[config.mk]
export PLATFORM = sky130hd
export DESIGN_NAME = hazard_forward_unit
export DESIGN_NICKNAME = d
export VERILOG_FILES = /design/src/rtl/hazard_forward_unit.sv
export SDC_FILE = /design/constraint.sdc
export NUM_CORES = 1
export LEC_CHECK = 0
export CELL_PAD_IN_SITES_DETAIL_PLACEMENT = 1
export CELL_PAD_IN_SITES_GLOBAL_PLACEMENT = 2
export CORE_MARGIN = 2
export CORE_UTILIZATION = 25
export CTS_BUF_LIST = sky130_fd_sc_hd__clkbuf_16
export DETAILED_ROUTE_END_ITERATION = 8
export PLACE_DENSITY_LB_ADDON = 0.1
export SETUP_SLACK_MARGIN = 0.3
export SYNTH_ARGS = -nofsm -noshare
export SYNTH_HDL_FRONTEND = slang
export SYNTH_SLANG_ARGS = --single-unit
[constraint.sdc]
create_clock -name Clk -period 2.79 [get_ports Clk]
set_input_delay 0.4185 -clock Clk [delete_from_list [all_inputs] [get_ports Clk]]
set_output_delay 0.4185 -clock Clk [all_outputs]
set_load 0.01 [all_outputs]
[src/rtl/hazard_forward_unit.sv]
// Operand-forwarding select generation and stall/flush control for a 5-stage pipeline.
// Forwarding selects are registered so they are stable for the whole EX cycle.
module hazard_forward_unit #(
  parameter int unsigned FLUSH_CYCLES = 1
) (
  input  logic       Clk,
  input  logic       Reset_n,
  input  logic       ID_Valid,
  input  logic [4:0] ID_rs,
  input  logic [4:0] ID_rt,
  input  logic       ID_UsesRs,
  input  logic       ID_UsesRt,
  input  logic [4:0] EX_destinationReg,
  input  logic       EX_RegWrite,
  input  logic       EX_MemRead,
  input  logic       PCSrc,
  output logic [1:0] A_Mux_sel,
  output logic [1:0] B_Mux_sel,
  output logic       PCWrite,
  output logic       IFID_Write,
  output logic       IDEX_Bubble,
  output logic       IFID_Flush
);

  typedef enum logic [1:0] {
    RUN   = 2'd0,
    STALL = 2'd1,
    FLUSH = 2'd2
  } state_t;

  localparam logic [1:0] SEL_REG = 2'b00;
  localparam logic [1:0] SEL_WB  = 2'b01;
  localparam logic [1:0] SEL_MEM = 2'b10;
  localparam logic [1:0] CNT_RELOAD = 2'(FLUSH_CYCLES - 1);

  state_t     state_q, state_d;
  logic [1:0] cnt_q, cnt_d;
  logic [4:0] mem_dest_q;
  logic       mem_wr_q;
  logic [1:0] a_sel_q, a_sel_d;
  logic [1:0] b_sel_q, b_sel_d;
  logic [1:0] a_next, b_next;
  logic       load_use;

  // EX producer is younger than MEM, so it wins; $0 is hardwired and never forwards.
  function automatic logic [1:0] fwd_sel(
    input logic       uses,
    input logic [4:0] src,
    input logic       ex_wr,
    input logic [4:0] ex_dst,
    input logic       mem_wr,
    input logic [4:0] mem_dst
  );
    logic [1:0] sel;
    sel = SEL_REG;
    if (uses && (src != '0)) begin
      if (ex_wr && (ex_dst == src))
        sel = SEL_MEM;
      else if (mem_wr && (mem_dst == src))
        sel = SEL_WB;
    end
    return sel;
  endfunction

  always_comb begin
    a_next = fwd_sel(ID_UsesRs, ID_rs, EX_RegWrite, EX_destinationReg, mem_wr_q, mem_dest_q);
    b_next = fwd_sel(ID_UsesRt, ID_rt, EX_RegWrite, EX_destinationReg, mem_wr_q, mem_dest_q);
  end

  always_comb begin
    load_use = ID_Valid && EX_MemRead && EX_RegWrite && (EX_destinationReg != '0) &&
               ((ID_UsesRs && (ID_rs == EX_destinationReg)) ||
                (ID_UsesRt && (ID_rt == EX_destinationReg)));
  end

  always_comb begin
    state_d     = state_q;
    cnt_d       = cnt_q;
    PCWrite     = 1'b1;
    IFID_Write  = 1'b1;
    IDEX_Bubble = 1'b0;
    IFID_Flush  = 1'b0;
    case (state_q)
      RUN, STALL: begin
        if (PCSrc) begin
          IFID_Flush  = 1'b1;
          IDEX_Bubble = 1'b1;
          if (FLUSH_CYCLES > 1) begin
            state_d = FLUSH;
            cnt_d   = CNT_RELOAD;
          end else begin
            state_d = RUN;
          end
        end else if ((state_q == RUN) && load_use) begin
          PCWrite     = 1'b0;
          IFID_Write  = 1'b0;
          IDEX_Bubble = 1'b1;
          state_d     = STALL;
        end else begin
          state_d = RUN;
        end
      end
      FLUSH: begin
        IFID_Flush  = 1'b1;
        IDEX_Bubble = 1'b1;
        if (PCSrc) begin
          cnt_d = CNT_RELOAD;
        end else if (cnt_q <= 2'd1) begin
          state_d = RUN;
          cnt_d   = '0;
        end else begin
          cnt_d = cnt_q - 2'd1;
        end
      end
      default: begin
        state_d = RUN;
        cnt_d   = '0;
      end
    endcase
  end

  always_comb begin
    a_sel_d = IDEX_Bubble ? SEL_REG : a_next;
    b_sel_d = IDEX_Bubble ? SEL_REG : b_next;
  end

  always_ff @(posedge Clk or negedge Reset_n) begin
    if (!Reset_n) begin
      state_q    <= RUN;
      cnt_q      <= '0;
      mem_dest_q <= '0;
      mem_wr_q   <= 1'b0;
      a_sel_q    <= '0;
      b_sel_q    <= '0;
    end else begin
      state_q    <= state_d;
      cnt_q      <= cnt_d;
      mem_dest_q <= EX_destinationReg;
      mem_wr_q   <= EX_RegWrite;
      a_sel_q    <= a_sel_d;
      b_sel_q    <= b_sel_d;
    end
  end

  assign A_Mux_sel = a_sel_q;
  assign B_Mux_sel = b_sel_q;

endmodule

### Word level (Yosys, flattened, before mapping)

Index checks and enable logic that the tools add are counted.

| storage, ports and cells | value |
|---|---|
| bits in read-only memories | 0 |
| flip-flop bits (word level) | 14 |
| memories | 0 |
| bits in writable memories | 0 |
| output and inout bits | 8 |
| bits in latches | 0 |
| word-level logic and storage cells | 62 |
| input bits | 23 |

| operators by class | value |
|---|---|
| shifts and indexed selects | 0 |
| bitwise gates (word level) | 0 |
| multiplexer cells | 24 |
| divide/modulo/power cells | 0 |
| eq/ne operators | 10 |
| multiply operators | 0 |
| add/subtract/negate cells | 1 |
| reduce and logical (&&, ||, !) cells | 20 |
| $lt $le $gt $ge | 1 |

Operator list:

| kind | count |
|---|---|
| $eq 5x5->1 | 6 |
| $mux 2 | 10 |
| $reduce_bool 5->1 | 3 |
| $logic_and 1x1->1 | 13 |
| $mux 1 | 10 |
| $pmux 2 s2 | 2 |
| $ne 2x2->1 const B | 2 |
| $pmux 1 s2 | 2 |
| $eq 2x1->1 const B | 1 |
| $eq 2x2->1 const B | 1 |
| $le 2x1->1 const B | 1 |
| $logic_not 2->1 | 1 |
| $reduce_and 2->1 | 1 |
| $reduce_or 2->1 | 1 |
| $sub 2x1->2 const B | 1 |
| $logic_or 1x1->1 | 1 |

### Logic depth before layout (Yosys ltp)

| depth | value |
|---|---|
| depth in word-level cells | 9 |
| mapped depth | 6 |

### Worst setup path after synthesis

Ideal clock, no wire load.

| timing | value |
|---|---|
| path type | input port to output port |
| from | in EX_destinationReg[4] |
| to | out PCWrite |
| stages | 6 |
| arrival | 1.505 ns |
| buffers on the path | 1 |
| required time | 2.372 ns |
| slack | 0.866 ns |
| cells stage by stage | xnor2_1 -> nand3_1 -> o32ai_2 -> o211ai_2 -> or2_1 -> buf_4 |

| on the way | value |
|---|---|
| cells in the longest elaborated chain, start to end | 8 |
| elaborated cells between the ends (all ways) | 12 |

RTL lines:

| what | RTL line | source |
|---|---|---|
| start, declared | 13 | `input logic [4:0] EX_destinationReg,` |
| $eq 5x5->1 (on tied branches) | 72, 73 |  |
| $logic_and 1x1->1 (on tied branches) | 72, 73 |  |
| $logic_or 1x1->1 | 72 | `((ID_UsesRs && (ID_rs == EX_destinationReg)) \|\|` |
| $logic_and 1x1->1 (*) | 71 | `load_use = ID_Valid && EX_MemRead && EX_RegWrite && (EX_destinationReg != '0) &&` |
| $logic_and 1x1->1 (*) | 94 | `end else if ((state_q == RUN) && load_use) begin` |
| $mux 1 (*) (3 in series) | - |  |
| end, declared | 19 | `output logic PCWrite,` |

Mark *: on every way between the ends. The rest lies on a longest branch, timed or not.

### Worst setup path after layout

| timing | value |
|---|---|
| from | in ID_rs[1] |
| to | out PCWrite |

| on the way | value |
|---|---|
| cells in the longest elaborated chain, start to end | 8 |

RTL lines:

| what | RTL line | source |
|---|---|---|
| start, declared | 9 | `input logic [4:0] ID_rs,` |
| $eq 5x5->1 | 72 |  |
| $logic_and 1x1->1 | 72 |  |
| $logic_or 1x1->1 | 72 |  |
| $logic_and 1x1->1 | 71 |  |
| $logic_and 1x1->1 | 94 |  |
| $mux 1 | 94 |  |
| $mux 1 | 85 | `if (PCSrc) begin` |
| $mux 1 | 83 | `case (state_q)` |

No other way between the ends.

==> summary.md <==
| Metric | Value |
|---|---|
| Vias | `631` |
| Sequential fraction of the synthesis area | `between 40 and 50%` |
| Sequential fraction of design power | `31.9%` |
| Syn-to-layout area delta | `72.4%` |
| Row count | `18` |
| Root buf cell | `clkbuf_16` |
| Slew margin rel. | `64.1%` |
| Grt total ovfl | `0` |
| Pin count of the biggest net entering global routing | `12` |
| Max Cap Viol | `0` |
| Synthesized area | `666 sq um` |
| Fillers | `299` |
| Antenna cell count | `0` |
| Synth cell types | `22` |
| Skew final | `around 0.00075 ns` |
| H-Tree Depth | `1` |
| Routed Antenna Nets | `0` |
| Clk_lat worst skew | `~0.24 ns` |
| FF+latch count, synth | `11` |
| Die height | `55.6 um` |
| Synth area leader | `dfrtp_1` |
| TritonRoute pass-1 iters | `4` |
| Initial antenna violation count | `0` |
| Leakage | `0.519 nW` |
| M1 WL | `946 um` |
| Unrepaired setup endpoints after global routing | `no` |
| Synth area leaders | `dfrtp_1 41%, xnor2_1 16%, xor2_1 11%` |
| Vias in the first global route | `697` |
| Worst Reg-to-Reg Cells | `5` |
| Top Ports | `31` |
| Top layer in use | `met4` |
| Final setup margin | `0.427 ns` |
| Ys Warns | `0` |
| Initial DRC Count | `15` |
| Post-Syn Nets | `between 80 and 90` |
| Via density | `4.64` |
| Slew @ Worst Pin | `between 0.5 and 0.6 ns` |
| Clock Sink Count | `11` |
| Clock power share | `49.1%` |
| Final worst path period share | `84.7%` |
| Syn avg cell area | `10.4 sq um` |
| VDD IR max | `316 uV` |
| Area share of the largest cell type after synthesis | `between 40% and 50%` |
| Status | `finished clean` |
| Final hold violations | `0` |
| WL met2 | `889 um` |
| Worst endpoint data arrival time | `1.94 ns` |
| Core area | `2500 sq um` |
| Logic pwr share | `between 10% and 20%` |
| Starting density of the core | `26.6%` |
| IO Port Bufs | `30` |
| Post-placement setup slack | `-0.0252 ns` |
| Fmax | `423 MHz` |
| WL per Instance | `14.5 um` |
| Hold Crit Class | `in2reg` |
| Clock tree from TritonCTS | `yes` |
| Clock buffer depth | `2` |
| DR DRC count | `0` |
| Design Area, Final | `1150 sq um` |
| Layout cell share with drive strength beyond 1 | `21.7%` |
| Final RePlAce weighted congestion | `between 0.7 and 0.8` |
| DP HPWL | `1630 um` |
| Hold_buf cts | `0` |
| Sw frac | `22.5%` |
| Max Transition Viols Final | `0` |
| Crit. End Element | `primary output` |
| Mapped Cells | `64` |
| CTS buffer count | `3` |
| Tmin final | `2.36 ns` |
| Worst-path clk slew | `0.04 ns` |
| WS Path Type | `in2out` |
| CP Launch Type | `primary input` |
| Int Power | `0.411 mW` |
| Pwr Density | `462 nW/um^2` |
| Critical Path RT | `about 2.4 ns` |
| Area post-placement | `1060 sq um` |
| Final WL | `1980 um` |
| Nets | `130` |
| Die Span X | `55.6 um` |
| First-pass GRT wire length | `around 3400 um` |
| Hold path cells | `2` |
| Final setup violation count | `0` |
| Crit-path max FO | `2` |
| GRT Overall Usage | `14.1%` |
| Net Switching | `0.119 mW` |
| Die Area | `3090 sq um` |
| Metal3 WL | `133 um` |
[layout make-up]
class / count / area [sq um] / area share (%)
clock buffer: 3 / 75.1 / 6.54
inverter: 1 / 3.75 / 0.327
multi-input combinational: 50 / 387 / 33.7
tap: 30 / 37.5 / 3.27
sequential: 11 / 275 / 24.0
clock inverter: 1 / 3.75 / 0.327
timing repair buffer: 40 / 365 / 31.8
[timing repair]
item | in CTS | in global routing
pin swaps | 2 | 5
resized for setup | 10 | 10
setup endpoints to repair | 3 | 3
setup buffers | 1 | 0
hold endpoints to repair | 0 | 0
[power by group through the flow]
stage	registers, mW	clock network, mW	logic, mW
5_1_grt	0.170	0.274	0.110
3_5_place_dp	0.172	0	0.102
4_1_cts	0.169	0.266	0.101
6_report	0.169	0.261	0.100
3_3_place_gp	0.172	0	0.101
2_1_floorplan	0.171	0	0.0369
[metrics by stage]
| step | TNS (ns) | utilization [%] | cells | total power [mW] | hold slack, ns |
|---|---|---|---|---|---|
| global route | 0 | 45.9 | 136 | 0.554 | 0.529 |
| finish | 0 | 45.9 | 136 | 0.530 | 0.499 |
| CTS | 0 | 45.6 | 136 | 0.537 | 0.530 |
| floorplan | 0 | - | 64 | 0.207 | 0.123 |
| global placement | -0.0243 | 42.2 | 131 | 0.273 | 0.714 |
| detailed placement | -0.0452 | 42.2 | 131 | 0.273 | 0.721 |
[flip-flops by register name (all words and copies together) (netlist names)]
register	count
state_q	1
mem_dest_q	5
B_Mux_sel	2
A_Mux_sel	2
mem_wr_q	1
[cells by family after synthesis]
group | share of synthesized area (%)
AOI/OAI and AO/OA | 6.96
xor gates and xnor gates | 26.3
buffers and inverters | 2.82
DFF | 41.4
and+or+nand+nor | 22.6
[path summary, 6_finish.rpt]
path                       slack [ns]            startpoint             to
min in group asynchronous        0.54               Reset_n  mem_dest_q[2]
hold reg to reg                  0.72              mem_wr_q   A_Mux_sel[0]
setup / recovery                 0.43              ID_rs[1]        PCWrite
max in group asynchronous        1.90               Reset_n   A_Mux_sel[0]
hold / removal                   0.50  EX_destinationReg[0]  mem_dest_q[0]
setup reg to reg                 1.36         mem_dest_q[0]   B_Mux_sel[0]
[per-layer routing]
metal,track usage [%],vias to the layer above
li1,-,309
met1,20.2,297
met2,20.6,23
met3,4.65,2
met4,3.14,0
met5,0,-
[worst max-delay path, stage by stage]
cell and delay [ns]:
clkdlybuf4s50_1 0.50, xnor2_1 0.13, nand3_1 0.12, o32ai_2 0.24, o211ai_2 0.13, or2_1 0.26, clkbuf_2 0.13
[synth_stat cells (all sizes together)]
cell / number
xnor2: 12
a21oi: 2
nor4: 2
nand3: 5
or2: 1
or4: 2
nor2: 5
nor3b: 1
buf: 2
and4b: 1
xor2: 8
inv: 1
o211ai: 1
a211oi: 1
nand2: 2
nor3: 1
and3: 2
dfrtp: 11
nand2b: 1
and4: 2
o32ai: 1
[layout by cell type (no fill, tap or decap), types with 2 or more instances in the layout]
master	count
clkbuf_16	3
inv_1	2
a21oi_1	2
clkbuf_2	3
and4_1	2
and3_2	2
dfrtp_1	11
clkdlybuf4s50_1	19
nand3_1	5
xor2_1	8
xnor2_1	10
nor2_1	5
nand2_1	2
nor4_1	2
dlymetal6s2s_1	3
xnor2_2	2
buf_4	9
dlygate4sd2_1	5
Note: power is estimated with default switching activity, not from simulation.
